===== src/rtl/vend_pkg.sv =====
// Shared vending definitions: state encoding, product codes, change limits.
package vend_pkg;

  typedef enum logic [2:0] {
    IDLE,
    MOTOR,
    WAIT_DROP,
    COIN_HI,
    COIN_LO,
    FIN,
    FAULT
  } vend_state_t;

  localparam logic [1:0] PROD_NONE  = 2'b00;
  localparam logic [1:0] PROD_CHOC  = 2'b01;
  localparam logic [1:0] PROD_DRINK = 2'b10;

  localparam int CHANGE_W = 3;
  localparam logic [CHANGE_W-1:0] CHANGE_MAX = 3'd4;

  // Hopper holds at most CHANGE_MAX coins per vend; larger requests saturate.
  function automatic logic [CHANGE_W-1:0] clamp_change(input logic [CHANGE_W-1:0] c);
    return (c > CHANGE_MAX) ? CHANGE_MAX : c;
  endfunction

  function automatic logic prod_valid(input logic [1:0] p);
    return (p == PROD_CHOC) || (p == PROD_DRINK);
  endfunction

  function automatic int max_int(input int a, input int b);
    return (a > b) ? a : b;
  endfunction

endpackage


===== src/rtl/vend_pulse_timer.sv =====
// Loadable down-counter; o_expire marks the last cycle of the loaded interval.
module vend_pulse_timer #(
  parameter int CNT_W = 6
) (
  input  logic             i_clk,
  input  logic             i_rst,
  input  logic             i_load,
  input  logic [CNT_W-1:0] i_load_val,
  output logic             o_expire
);

  logic [CNT_W-1:0] r_cnt;

  // Load on request, otherwise count down and park at zero.
  always_ff @(posedge i_clk) begin
    if (i_rst) begin
      r_cnt <= '0;
    end else if (i_load) begin
      r_cnt <= i_load_val;
    end else if (r_cnt != '0) begin
      r_cnt <= r_cnt - CNT_W'(1);
    end
  end

  assign o_expire = (r_cnt == CNT_W'(1));

endmodule


===== src/rtl/vend_dispense_ctrl.sv =====
// Dispense stage: runs one product motor, confirms the drop, then pays out change.
module vend_dispense_ctrl
  import vend_pkg::*;
#(
  parameter int MOTOR_CYCLES = 8,
  parameter int DROP_TIMEOUT = 32,
  parameter int PULSE_CYCLES = 2,
  parameter int GAP_CYCLES   = 2
) (
  input  logic       i_clk,
  input  logic       i_rst,
  input  logic       i_done,
  input  logic [1:0] i_product,
  input  logic [2:0] i_change,
  input  logic       i_drop_sense,
  output logic       o_motor_choc,
  output logic       o_motor_drink,
  output logic       o_coin_out,
  output logic       o_busy,
  output logic       o_vend_complete,
  output logic       o_overrun,
  output logic       o_fault
);

  localparam int TMR_MAX = max_int(max_int(MOTOR_CYCLES, DROP_TIMEOUT),
                                   max_int(PULSE_CYCLES, GAP_CYCLES));
  localparam int CNT_W   = $clog2(TMR_MAX + 1);

  vend_state_t         r_state;
  vend_state_t         w_state_nxt;
  logic [1:0]          r_product;
  logic [CHANGE_W-1:0] r_change;
  logic                r_drop_seen;
  logic                r_overrun;
  logic                w_expire;
  logic                w_load;
  logic [CNT_W-1:0]    w_load_val;

  // One timer serves every timed state; it is reloaded whenever the state changes.
  assign w_load = (w_state_nxt != r_state);

  // Interval length for the state being entered.
  always_comb begin
    w_load_val = '0;
    case (w_state_nxt)
      MOTOR:     w_load_val = CNT_W'(MOTOR_CYCLES);
      WAIT_DROP: w_load_val = CNT_W'(DROP_TIMEOUT);
      COIN_HI:   w_load_val = CNT_W'(PULSE_CYCLES);
      COIN_LO:   w_load_val = CNT_W'(GAP_CYCLES);
      default:   w_load_val = '0;
    endcase
  end

  vend_pulse_timer #(
    .CNT_W (CNT_W)
  ) u_timer (
    .i_clk      (i_clk),
    .i_rst      (i_rst),
    .i_load     (w_load),
    .i_load_val (w_load_val),
    .o_expire   (w_expire)
  );

  // State register.
  always_ff @(posedge i_clk) begin
    if (i_rst) begin
      r_state <= IDLE;
    end else begin
      r_state <= w_state_nxt;
    end
  end

  // Next-state logic; a drop detected in WAIT_DROP wins over a same-cycle timeout.
  always_comb begin
    w_state_nxt = r_state;
    case (r_state)
      IDLE: begin
        if (i_done) begin
          if (prod_valid(i_product)) begin
            w_state_nxt = MOTOR;
          end else if (clamp_change(i_change) != '0) begin
            w_state_nxt = COIN_HI;
          end else begin
            w_state_nxt = FIN;
          end
        end
      end
      MOTOR: begin
        if (w_expire) begin
          w_state_nxt = WAIT_DROP;
        end
      end
      WAIT_DROP: begin
        if (r_drop_seen || i_drop_sense) begin
          w_state_nxt = (r_change != '0) ? COIN_HI : FIN;
        end else if (w_expire) begin
          w_state_nxt = FAULT;
        end
      end
      COIN_HI: begin
        if (w_expire) begin
          // r_change still holds the count including the coin just ejected.
          w_state_nxt = (r_change > CHANGE_W'(1)) ? COIN_LO : FIN;
        end
      end
      COIN_LO: begin
        if (w_expire) begin
          w_state_nxt = COIN_HI;
        end
      end
      FIN:     w_state_nxt = IDLE;
      FAULT:   w_state_nxt = FAULT;
      default: w_state_nxt = IDLE;
    endcase
  end

  // Transaction capture, drop latch, remaining-change count and overrun strobe.
  always_ff @(posedge i_clk) begin
    if (i_rst) begin
      r_product   <= PROD_NONE;
      r_change    <= '0;
      r_drop_seen <= 1'b0;
      r_overrun   <= 1'b0;
    end else begin
      r_overrun <= i_done && (r_state != IDLE);
      if ((r_state == IDLE) && i_done) begin
        r_product   <= i_product;
        r_change    <= clamp_change(i_change);
        r_drop_seen <= 1'b0;
      end else begin
        if ((r_state == MOTOR) && i_drop_sense) begin
          r_drop_seen <= 1'b1;
        end
        if ((r_state == COIN_HI) && w_expire) begin
          r_change <= r_change - CHANGE_W'(1);
        end
      end
    end
  end

  // Output decode from registered state only; motors and hopper are mutually exclusive by state.
  always_comb begin
    o_motor_choc    = 1'b0;
    o_motor_drink   = 1'b0;
    o_coin_out      = 1'b0;
    o_vend_complete = 1'b0;
    o_fault         = 1'b0;
    o_busy          = (r_state != IDLE);
    o_overrun       = r_overrun;
    case (r_state)
      MOTOR: begin
        o_motor_choc  = (r_product == PROD_CHOC);
        o_motor_drink = (r_product == PROD_DRINK);
      end
      COIN_HI: o_coin_out      = 1'b1;
      FIN:     o_vend_complete = 1'b1;
      FAULT:   o_fault         = 1'b1;
      default: ;
    endcase
  end

endmodule


===== config.mk =====
export PLATFORM = sky130hd
export DESIGN_NAME = vend_dispense_ctrl
export DESIGN_NICKNAME = d
export VERILOG_FILES = /design/src/rtl/vend_pkg.sv /design/src/rtl/vend_pulse_timer.sv /design/src/rtl/vend_dispense_ctrl.sv
export SDC_FILE = /design/constraint.sdc
export NUM_CORES = 1
export LEC_CHECK = 0
export ABC_CLOCK_PERIOD_IN_PS = 1900
export CORE_MARGIN = 8
export CORE_UTILIZATION = 35
export CTS_BUF_LIST = sky130_fd_sc_hd__clkbuf_8
export CTS_CLUSTER_SIZE = 14
export DETAILED_ROUTE_END_ITERATION = 16
export GPL_ROUTABILITY_DRIVEN = 0
export GPL_TIMING_DRIVEN = 0
export PLACE_DENSITY = 0.57
export SLEW_MARGIN = 15
export SYNTH_ARGS = -nofsm -noshare
export SYNTH_HDL_FRONTEND = slang
export SYNTH_SLANG_ARGS = --single-unit
export TNS_END_PERCENT = 50

===== constraint.sdc =====
create_clock -name i_clk -period 1.9 [get_ports i_clk]
set_input_delay 0.475 -clock i_clk [delete_from_list [all_inputs] [get_ports i_clk]]
set_output_delay 0.475 -clock i_clk [all_outputs]
set_load 0.005 [all_outputs]

# Word-level counts from Yosys, hierarchy flattened
# Cells that the tools add are included.
[word_totals]
reg_bits = 16
latchBits = 0
mem_bits_rw = 0
rom_bits = 0
input_bits = 9
out_inout_bits = 7
wordCells = 63
n_memories = 0
[classes]
n_addsub = 2
mul = 0
div = 0
order_cmp = 2
n_eq_ne = 16
shifts = 0
muxes = 22
n_bitwise = 0
n_reduce_logical = 15
[ops]
columns = ["operator", "n"]
rows = [
  ["$mux W3", 12],
  ["$pmux W3 S6", 1],
  ["$pmux W6 S3", 1],
  ["$eq A3 B2 Y1 const B", 4],
  ["$eq A3 B3 Y1 const B", 4],
  ["$mux W6", 2],
  ["$reduce_bool A3 Y1", 3],
  ["$eq A3 B1 Y1 const B", 2],
  ["$eq A6 B1 Y1 const B", 1],
  ["$mux W1", 6],
  ["$reduce_bool A6 Y1", 1],
  ["$sub A6 B1 Y6 const B", 1],
  ["$eq A2 B1 Y1 const B", 2],
  ["$eq A2 B2 Y1 const B", 2],
  ["$logic_and A1 B1 Y1", 4],
  ["$reduce_bool A2 Y1", 2],
  ["$reduce_or A2 Y1", 2],
  ["$gt A3 B1 Y1 const B", 1],
  ["$gt A3 B3 Y1 const B", 1],
  ["$logic_not A3 Y1", 1],
  ["$ne A3 B3 Y1", 1],
  ["$sub A3 B1 Y3 const B", 1],
  ["$logic_or A1 B1 Y1", 2],
]

# Depth between registers and ports, before layout
# Gate-level depths: netlist (run 1).
[logic_depth]
depth_word = 11
mapped_depth = 9
ltp_nobuf = 8

# Cells and area by module
# A second synthesis (run 1) with hierarchy kept.
[unflattened]
cells_unflattened = 140
area_unflattened_um2 = 1154.9
[by_module_without_submodules]
columns = ["mod", "n_inst", "cells_per_inst", "area_per_inst_um2", "seq_area_each_um2"]
rows = [
  ["vend_dispense_ctrl", 1, 95, 765.7, 200.2],
  ["vend_pulse_timer", 1, 45, 389.1, 120.1],
]

# Worst setup path before layout (run 1)
# Ideal clock, no wire load.
[synth_timing]
path_kind = "register to register"
start = "register u_timer.r_cnt[1]"
end = "register u_timer.r_cnt[1]"
setup_ps = 79
arrival_ps = 1725
t_required_ps = 1821
setup_slack_ps = 96
stages_incl_launch_ff = 10
path_buffers = 1
period_less_slack_ps = 1804
cell_sequence = "dfxtp_1 -> inv_1 -> ha_1 -> nor2b_1 -> and3_4 -> o21a_1 -> o311a_1 -> buf_6 -> o21a_1 -> a211oi_2"
[synth_via]
elab_chain_len = 8
word_cells_on_any_way = 19
classes_between = "add/sub (1); eq/ne (6); mux (9); reduce/logical (3)"
[synth_lines]
columns = ["element", "line", "rtl"]
rows = [
  ["start: declaration", "vend_pulse_timer.sv:12", "logic [CNT_W-1:0] r_cnt;"],
  ["start signal: assignment", "vend_pulse_timer.sv:19", "r_cnt <= i_load_val;"],
  ["start signal: assignment", "vend_pulse_timer.sv:21", "r_cnt <= r_cnt - CNT_W'(1);"],
  ["$eq A6 B1 Y1", "vend_pulse_timer.sv:25", "assign o_expire = (r_cnt == CNT_W'(1));"],
  ["$mux W3", "vend_dispense_ctrl.sv:96", "end else if (w_expire) begin"],
  ["$mux W3", "vend_dispense_ctrl.sv:94", "if (r_drop_seen || i_drop_sense) begin"],
  ["$pmux W3 S6", "vend_dispense_ctrl.sv:76", "case (r_state)"],
  ["$eq A3 B3 Y1 / $eq A3 B2 Y1 (equally long branches)", "vend_dispense_ctrl.sv:45", "case (w_state_nxt)"],
  ["$reduce_or A2 Y1 (no line)", "-", ""],
  ["$pmux W6 S3", "vend_dispense_ctrl.sv:45", ""],
  ["$mux W6", "vend_pulse_timer.sv:18", "end else if (i_load) begin"],
]
# Several ways; a longest one is shown, not always the timed one. The select of a mux whose other input is x is not followed.
# A chain may end at the register's enable or synchronous reset.

# Worst setup path after layout (run 1)
# Ends and elaborated chain as after synthesis.

==> results of run 1 <==
## sequential cells by signal (all words and copies together), names as in the netlist
signal	cells
o_overrun	1
r_change	3
r_state	3
u_timer.r_cnt	6
r_drop_seen	1
r_product	2
## power groups by stage
stage | logic, uW | clock network [uW] | registers, uW
floorplan | 668 | 0 | 474
global placement | 841 | 0 | 486
detailed placement | 849 | 0 | 487
CTS | 913 | 309 | 488
global route | 1100 | 330 | 508
finish | 992 | 307 | 498
## path summary, 6_finish.rpt
| path | start | to | slack, ns | depth (start not counted) |
|---|---|---|---|---|
| max | u_timer.r_cnt[1]$_SDFFE_PP0P_ | u_timer.r_cnt[1]$_SDFFE_PP0P_ | -0.03 | 9 |
| min | r_product[0]$_SDFFE_PP0P_ | r_product[0]$_SDFFE_PP0P_ | 0.47 | 2 |
| max reg2reg | u_timer.r_cnt[1]$_SDFFE_PP0P_ | u_timer.r_cnt[1]$_SDFFE_PP0P_ | -0.03 | 9 |
| min reg2reg | r_product[0]$_SDFFE_PP0P_ | r_product[0]$_SDFFE_PP0P_ | 0.47 | 2 |
## area by class of cell
class	instances	area, sq um
Fill cell	298	1540
Timing Repair Buffer	20	173
Multi-Input combinational cell	106	763
Clock buffer	4	55.1
Sequential cell	16	328
Inverter	6	22.5
Tap cell	33	41.3
Buffer	6	55.1
## repair_timing
action                                  4_1_cts  5_1_grt
endpoints found under the setup margin       12        8
hold buffers                                  0        0
gates cloned                                  0        1
resized for setup                            21       17
pin swaps                                     0        3
buffers inserted                              3        2
## metal layers
metal | global-route usage, % | share of wire (%) | wire length, um
met5 | 0 | 0 | 0
met4 | 4.85 | 1.7 | 44
met3 | 2.79 | 6.2 | 162
met2 | 15.7 | 46 | 1190
met1 | 13.7 | 46 | 1200
## synthesized netlist by cell type, drive strengths merged, types with 4 or more instances
master,n
o21ai,4
a21oi,9
nand2,15
nor2b,5
a211oi,4
dfxtp,16
nand3b,4
nor2,19
inv,6
ha,5
buf,4
xnor2,4
nor3,7
## critical path, stage by stage (launching register included)
cell and delay (ns):
dfxtp_2 0.35, inv_2 0.06, ha_4 0.15, nor2b_4 0.13, and3_4 0.18, o21a_1 0.17
o311a_1 0.38, buf_6 0.14, o21a_1 0.10, a211oi_2 0.19
## stage by stage
stage | instances | power [uW] | setup slack (ns) | instance area (sq um)
after floorplan | 134 | 1140 | 0.0960 | 1070
after detailed placement | 181 | 1340 | -0.446 | 1260
after global routing | 191 | 1940 | -0.0770 | 1440
final | 191 | 1800 | -0.0275 | 1440
after CTS | 188 | 1710 | -0.0179 | 1380
after global placement | 181 | 1330 | -0.430 | 1260
## cells by family after synthesis
kind of cell / after synthesis
buffers and inverters: 12
adders and majority gates: 5
AOI/OAI and AO/OA: 24
muxes: 1
DFF: 16
and+or+nand+nor: 70
xor gates and xnor gates: 6
==> results.md, run 1 <==
- Power share of the sequential group: between 20 and 30%
- Power share of the combinational group: 55.2%
- Nets@finish: ~170
- Initial core utilization: a little over a third
- Largest fanout on the critical path: 5
- Final Hold Viols: 0
- Adder-cell share of the synthesized area: between 5 and 6%
- Clock insertion delay at the later pin of the skew report: approximately 0.25 ns
- CTS tree: done
- Failing checks: negative setup slack
- Max frequency: 519 MHz
- Num CTS Buffers: 3
- Minimum clock period: between 1.5 and 2 ns
- Chip width: 71.4 um
- Critical Path AT: 2.10 ns
- Synth Area in Compound Gates: between 15 and 20%
- Slew at the pin closest to its max-slew limit: approximately 0.53 ns
- Diode count: 0
- Maximum capacitance violations: 0
- Gate Count Post-Synth: approximately 130
- DRC Markers: 0
- Iteration-0 DRC Markers: 79
- Post-route ant nets: 0
- Most frequent cells in the layout: nor2_1, nand2_1, dfxtp_1
- Deepest clock path buffer count: 2
- Clock power frac: around 17%
- NetSw: 702 uW
- Slew HR: 64.7%
- Post-synth ARST share: 0%
- Lkg Pwr: 0.000566 uW
- Number of global-route vias before repair: ~960
- Setup TNS: -0.0412 ns
- XOR/XNOR share of the synthesized area: roughly 4.9%
- Required time worst endpoint: roughly 2.1 ns
- Int Power: 1100 uW
- Initial antenna violation count: 0
- GRT Util Overall: about a tenth
- Power per Cell Area: ~1300 mW/mm^2
- Die ar.: a little over 0.005 sq mm
- Via-per-instance ratio: roughly 5.4
- Clk slew on worst S/H paths: 0.07 ns
- Worst Hold Slack: approximately 0.47 ns
- Post-synth EDFFs: 0
- Largest area contributor in the netlist: dfxtp_1
- IO Pins: 16
- Total gr overflow: 0
- Yosys warnings: 0
- CTS Root Cell: clkbuf_8
- Switching Share: approximately two fifths
- Placeable Area: 0.00298 sq mm
- Outcome: finished, violations left
- Wire per inst: about 14 um
- Largest net degree at the start of global routing: 11
- Via count: 1023
- Fin worst setup slack: -0.0275 ns
- Synth unique cells: 43
- HP Class: flop to flop
- Synth top area share: 29.8%
- Layout cell share with drive strength beyond 1: between 20 and 30%
- CP Class: flop to flop
- Drt total wl: approximately 2.6 mm
- Synthesized cell area: between 0.001 and 0.0015 sq mm
- Sequential share of the synthesized area: roughly 30%
- Synth Area per Inst: roughly 8 sq um
- Syn Nets: roughly 150
- Final period util: 101%
- Most common cell after layout, fill and taps aside: nor2_1
- IR drop worst, VDD: roughly 0.81 mV
- Main combinational cell family by area after synthesis: simple AND/OR/NAND/NOR gates
- Simple-gate share of the synthesized area: a little under two fifths
- RSZ-0062 raised after global routing: true
- Clk sink count: 16
- Setup violations, final: 3
- Final slew viol count: 0
- Placement Rows: 20
- Synth area leaders: dfxtp_1, nor2_1, ha_1
- PortBufs: 14
- Drt first pass iters: 4
- Fin util: about half
- Multiplexer area fraction after synthesis: between 1 and 1.5%
- Synthesis-stage register bit count: 16
- First-pass GRT wire length: 4.39 mm
- DPL Wire Length: 1.92 mm
- H-tree level count: 1
- Critical path capture point type: flop
- Area growth, synth to finish: 33.8%
- Skew final: between 0.0015 and 0.002 ns
- Die height: 71.4 um
- Critical Path Start Type: flop
- Synth Flop Type: dfxtp_1
Note: power is estimated with default switching activity, not from simulation.
==> run 2: changes to the inputs <==
Settings changed: CTS_CLUSTER_SIZE 14 to 28.
==> results of run 2 <==
Final layout, timing and power as in run 1 (identical DEF).
==> run 3: changes to the inputs <==
Settings changed: CORE_UTILIZATION 35 to 45, PLACE_DENSITY 0.57 to 0.71.
==> run 3 against run 2 <==
Net effect: the flow still finishes with violations (negative setup slack); die area fell by 17%; sequential share of layout area increased by 0.50 points; combinational power down 2.1%; flip-flop and latch count stayed put; register-to-register slack better by 0.08 ns; non-clock buffer count fell by 3; largest cell class unchanged; largest power group unchanged.
==> results.md, run 3 (synthesis results as in run 1) <==
- Area growth, synth to finish: 31.9%
- Slew HR: about two thirds
- Reg-to-Reg End: u_timer.r_cnt[3]$_SDFFE_PP0P_
- H-tree level count: 1
- Setup violations, final: 1
- Final Hold Viols: 0
- DPL Wire Length: slightly below 2 mm
- Diode count: 0
- Fin worst setup slack: -0.0336 ns
- Filler cell count: 195
- Num CTS Buffers: 3
- Most common cell after layout, fill and taps aside: nor2_1
- Register with the most flip-flops: u_timer.r_cnt
- Setup slack, reg-to-reg: ~0.05 ns
- R2R cell count: 9
- CTS tree: done
- Maximum capacitance violations: 0
- Final slew viol count: 0
- Drt first pass iters: 4
- Hold EP: r_product[0]$_SDFFE_PP0P_
- IO Pins: 16
- Final period util: 102%
- Initial core utilization: 48.1%
- Skew final: 0.000685 ns
- Total gr overflow: 0
- CP Class: flop to output port
- Max frequency: about 520 MHz
- Via-per-instance ratio: 5.58
- Clk slew on worst S/H paths: 0.06 ns
- Clk sink count: 16
- Cell depth of the worst min-delay path: 2
- Critical Path AT: between 1 and 1.5 ns
- Slew at the pin closest to its max-slew limit: between 0.5 and 0.6 ns
- Via count: between 1000 and 1500
- Critical Path Start Type: flop
- DRC Markers: 0
- Placeable Area: between 0.002 and 0.0025 sq mm
- Die ar.: 0.00421 sq mm
- Failing checks: negative setup slack
- Power per Cell Area: 1220 mW/mm^2
- Critical path capture point type: output port
- RSZ-0062 raised after global routing: true
- GRT Util Overall: between 10% and 20%
- Die height: 64.9 um
- First-pass GRT wire length: approximately 4.3 mm
- Top Registers: u_timer.r_cnt: 6 flops, r_change: 3 flops, r_state: 3 flops
- Iteration-0 DRC Markers: 32
- Post-route ant nets: 0
- IR drop worst, VDD: about 0.94 mV
- Layout cell share with drive strength beyond 1: about a quarter
- Nets@finish: 170
- Placement Rows: 17
- Placed Cells incl. Taps: approximately 180
- Deepest clock path buffer count: 2
- Setup TNS: -0.0336 ns
- Largest fanout on the critical path: 10
- Outcome: finished, violations left
- Most frequent cells in the layout: nor2_1, nand2_1, dfxtp_1
- Lkg Pwr: around 0.00056 uW
- Clock insertion delay at the later pin of the skew report: 0.24 ns
- Drt total wl: ~2.7 mm
- Initial antenna violation count: 0
- Hold_buf cts: 0
- Wire per inst: around 15 um
- Hold Crit Start: r_product[0]$_SDFFE_PP0P_
- Required time worst endpoint: 1.42 ns
- HP Class: flop to flop
- Number of global-route vias before repair: 1036
- Largest net degree at the start of global routing: 11
- PortBufs: 14
- Chip width: roughly 65 um
- Reg-to-reg startpoint: u_timer.r_cnt[1]$_SDFFE_PP0P_
- Max FFs per register: 6
- Minimum clock period: just under 2 ns
- Final Non-Filler Cells: between 150 and 200
- CTS Root Cell: clkbuf_8
- Seq. cell area: 330 sq um
- Area of the multi-input gates: 778 sq um
==> run 3: timing repair <==
action	in CTS	in global routing
pin swaps	0	3
gates resized for setup	25	14
endpoints found under the setup margin	11	8
gates cloned	0	1
setup buffers	2	0
==> run 3: through the flow <==
| stage | setup slack [ns] | area [sq um] | power (uW) | utilization (%) | hold slack (ns) |
|---|---|---|---|---|---|
| 5_1_grt | -0.0579 | 1420 | 1860 | 63.5 | 0.540 |
| 6_report | -0.0336 | 1420 | 1730 | 63.5 | 0.506 |
| 4_1_cts | 0.00510 | 1360 | 1650 | 60.8 | 0.476 |
| 3_3_place_gp | -0.409 | 1250 | 1310 | 56.0 | 0.455 |
| 3_5_place_dp | -0.421 | 1250 | 1330 | 56.0 | 0.467 |
| 2_1_floorplan | 0.0960 | 1070 | 1140 | - | 0.445 |
==> run 3: final cells by class <==
cell class / count / share of cell area, %
Sequential cell: 16 / 23.3
Multi-Input combinational cell: 106 / 54.9
Timing Repair Buffer: 17 / 11.2
Clock buffer: 3 / 2.91
Inverter: 6 / 1.59
Tap cell: 28 / 2.47
Buffer: 6 / 3.62
==> run 3: critical path, stage by stage (launching register included) <==
cell and delay (ns):
dfxtp_2 0.35, clkbuf_8 0.16, nand2b_4 0.17, nor4b_2 0.25, dlygate4sd2_1 0.28
==> run 3: where the power goes <==
group | switching [uW] | internal [uW]
clock network | 114 | 140
logic | 498 | 473
registers | 91.5 | 417
total | 703 | 1030
==> run 3: worst max path at each step <==
stage | start | to | slack (ns)
finish | r_state[2]$_SDFF_PP0_ | o_motor_drink | -0.03
global route | r_state[2]$_SDFF_PP0_ | o_motor_drink | -0.06
CTS | r_state[0]$_SDFF_PP0_ | o_coin_out | 0.005
detailed placement | i_drop_sense | u_timer.r_cnt[1]$_SDFFE_PP0P_ | -0.42
global placement | i_drop_sense | u_timer.r_cnt[1]$_SDFFE_PP0P_ | -0.41
floorplan | u_timer.r_cnt[1]$_SDFFE_PP0P_ | u_timer.r_cnt[1]$_SDFFE_PP0P_ | 0.1
==> run 3: routing by layer <==
layer,global-route usage [%],vias up,part of all wire (%)
met2,20.9,22,49
li1,-,507,-
met4,6.27,0,1.6
met5,0,-,0
met1,14.8,481,44
met3,2.58,6,5.5
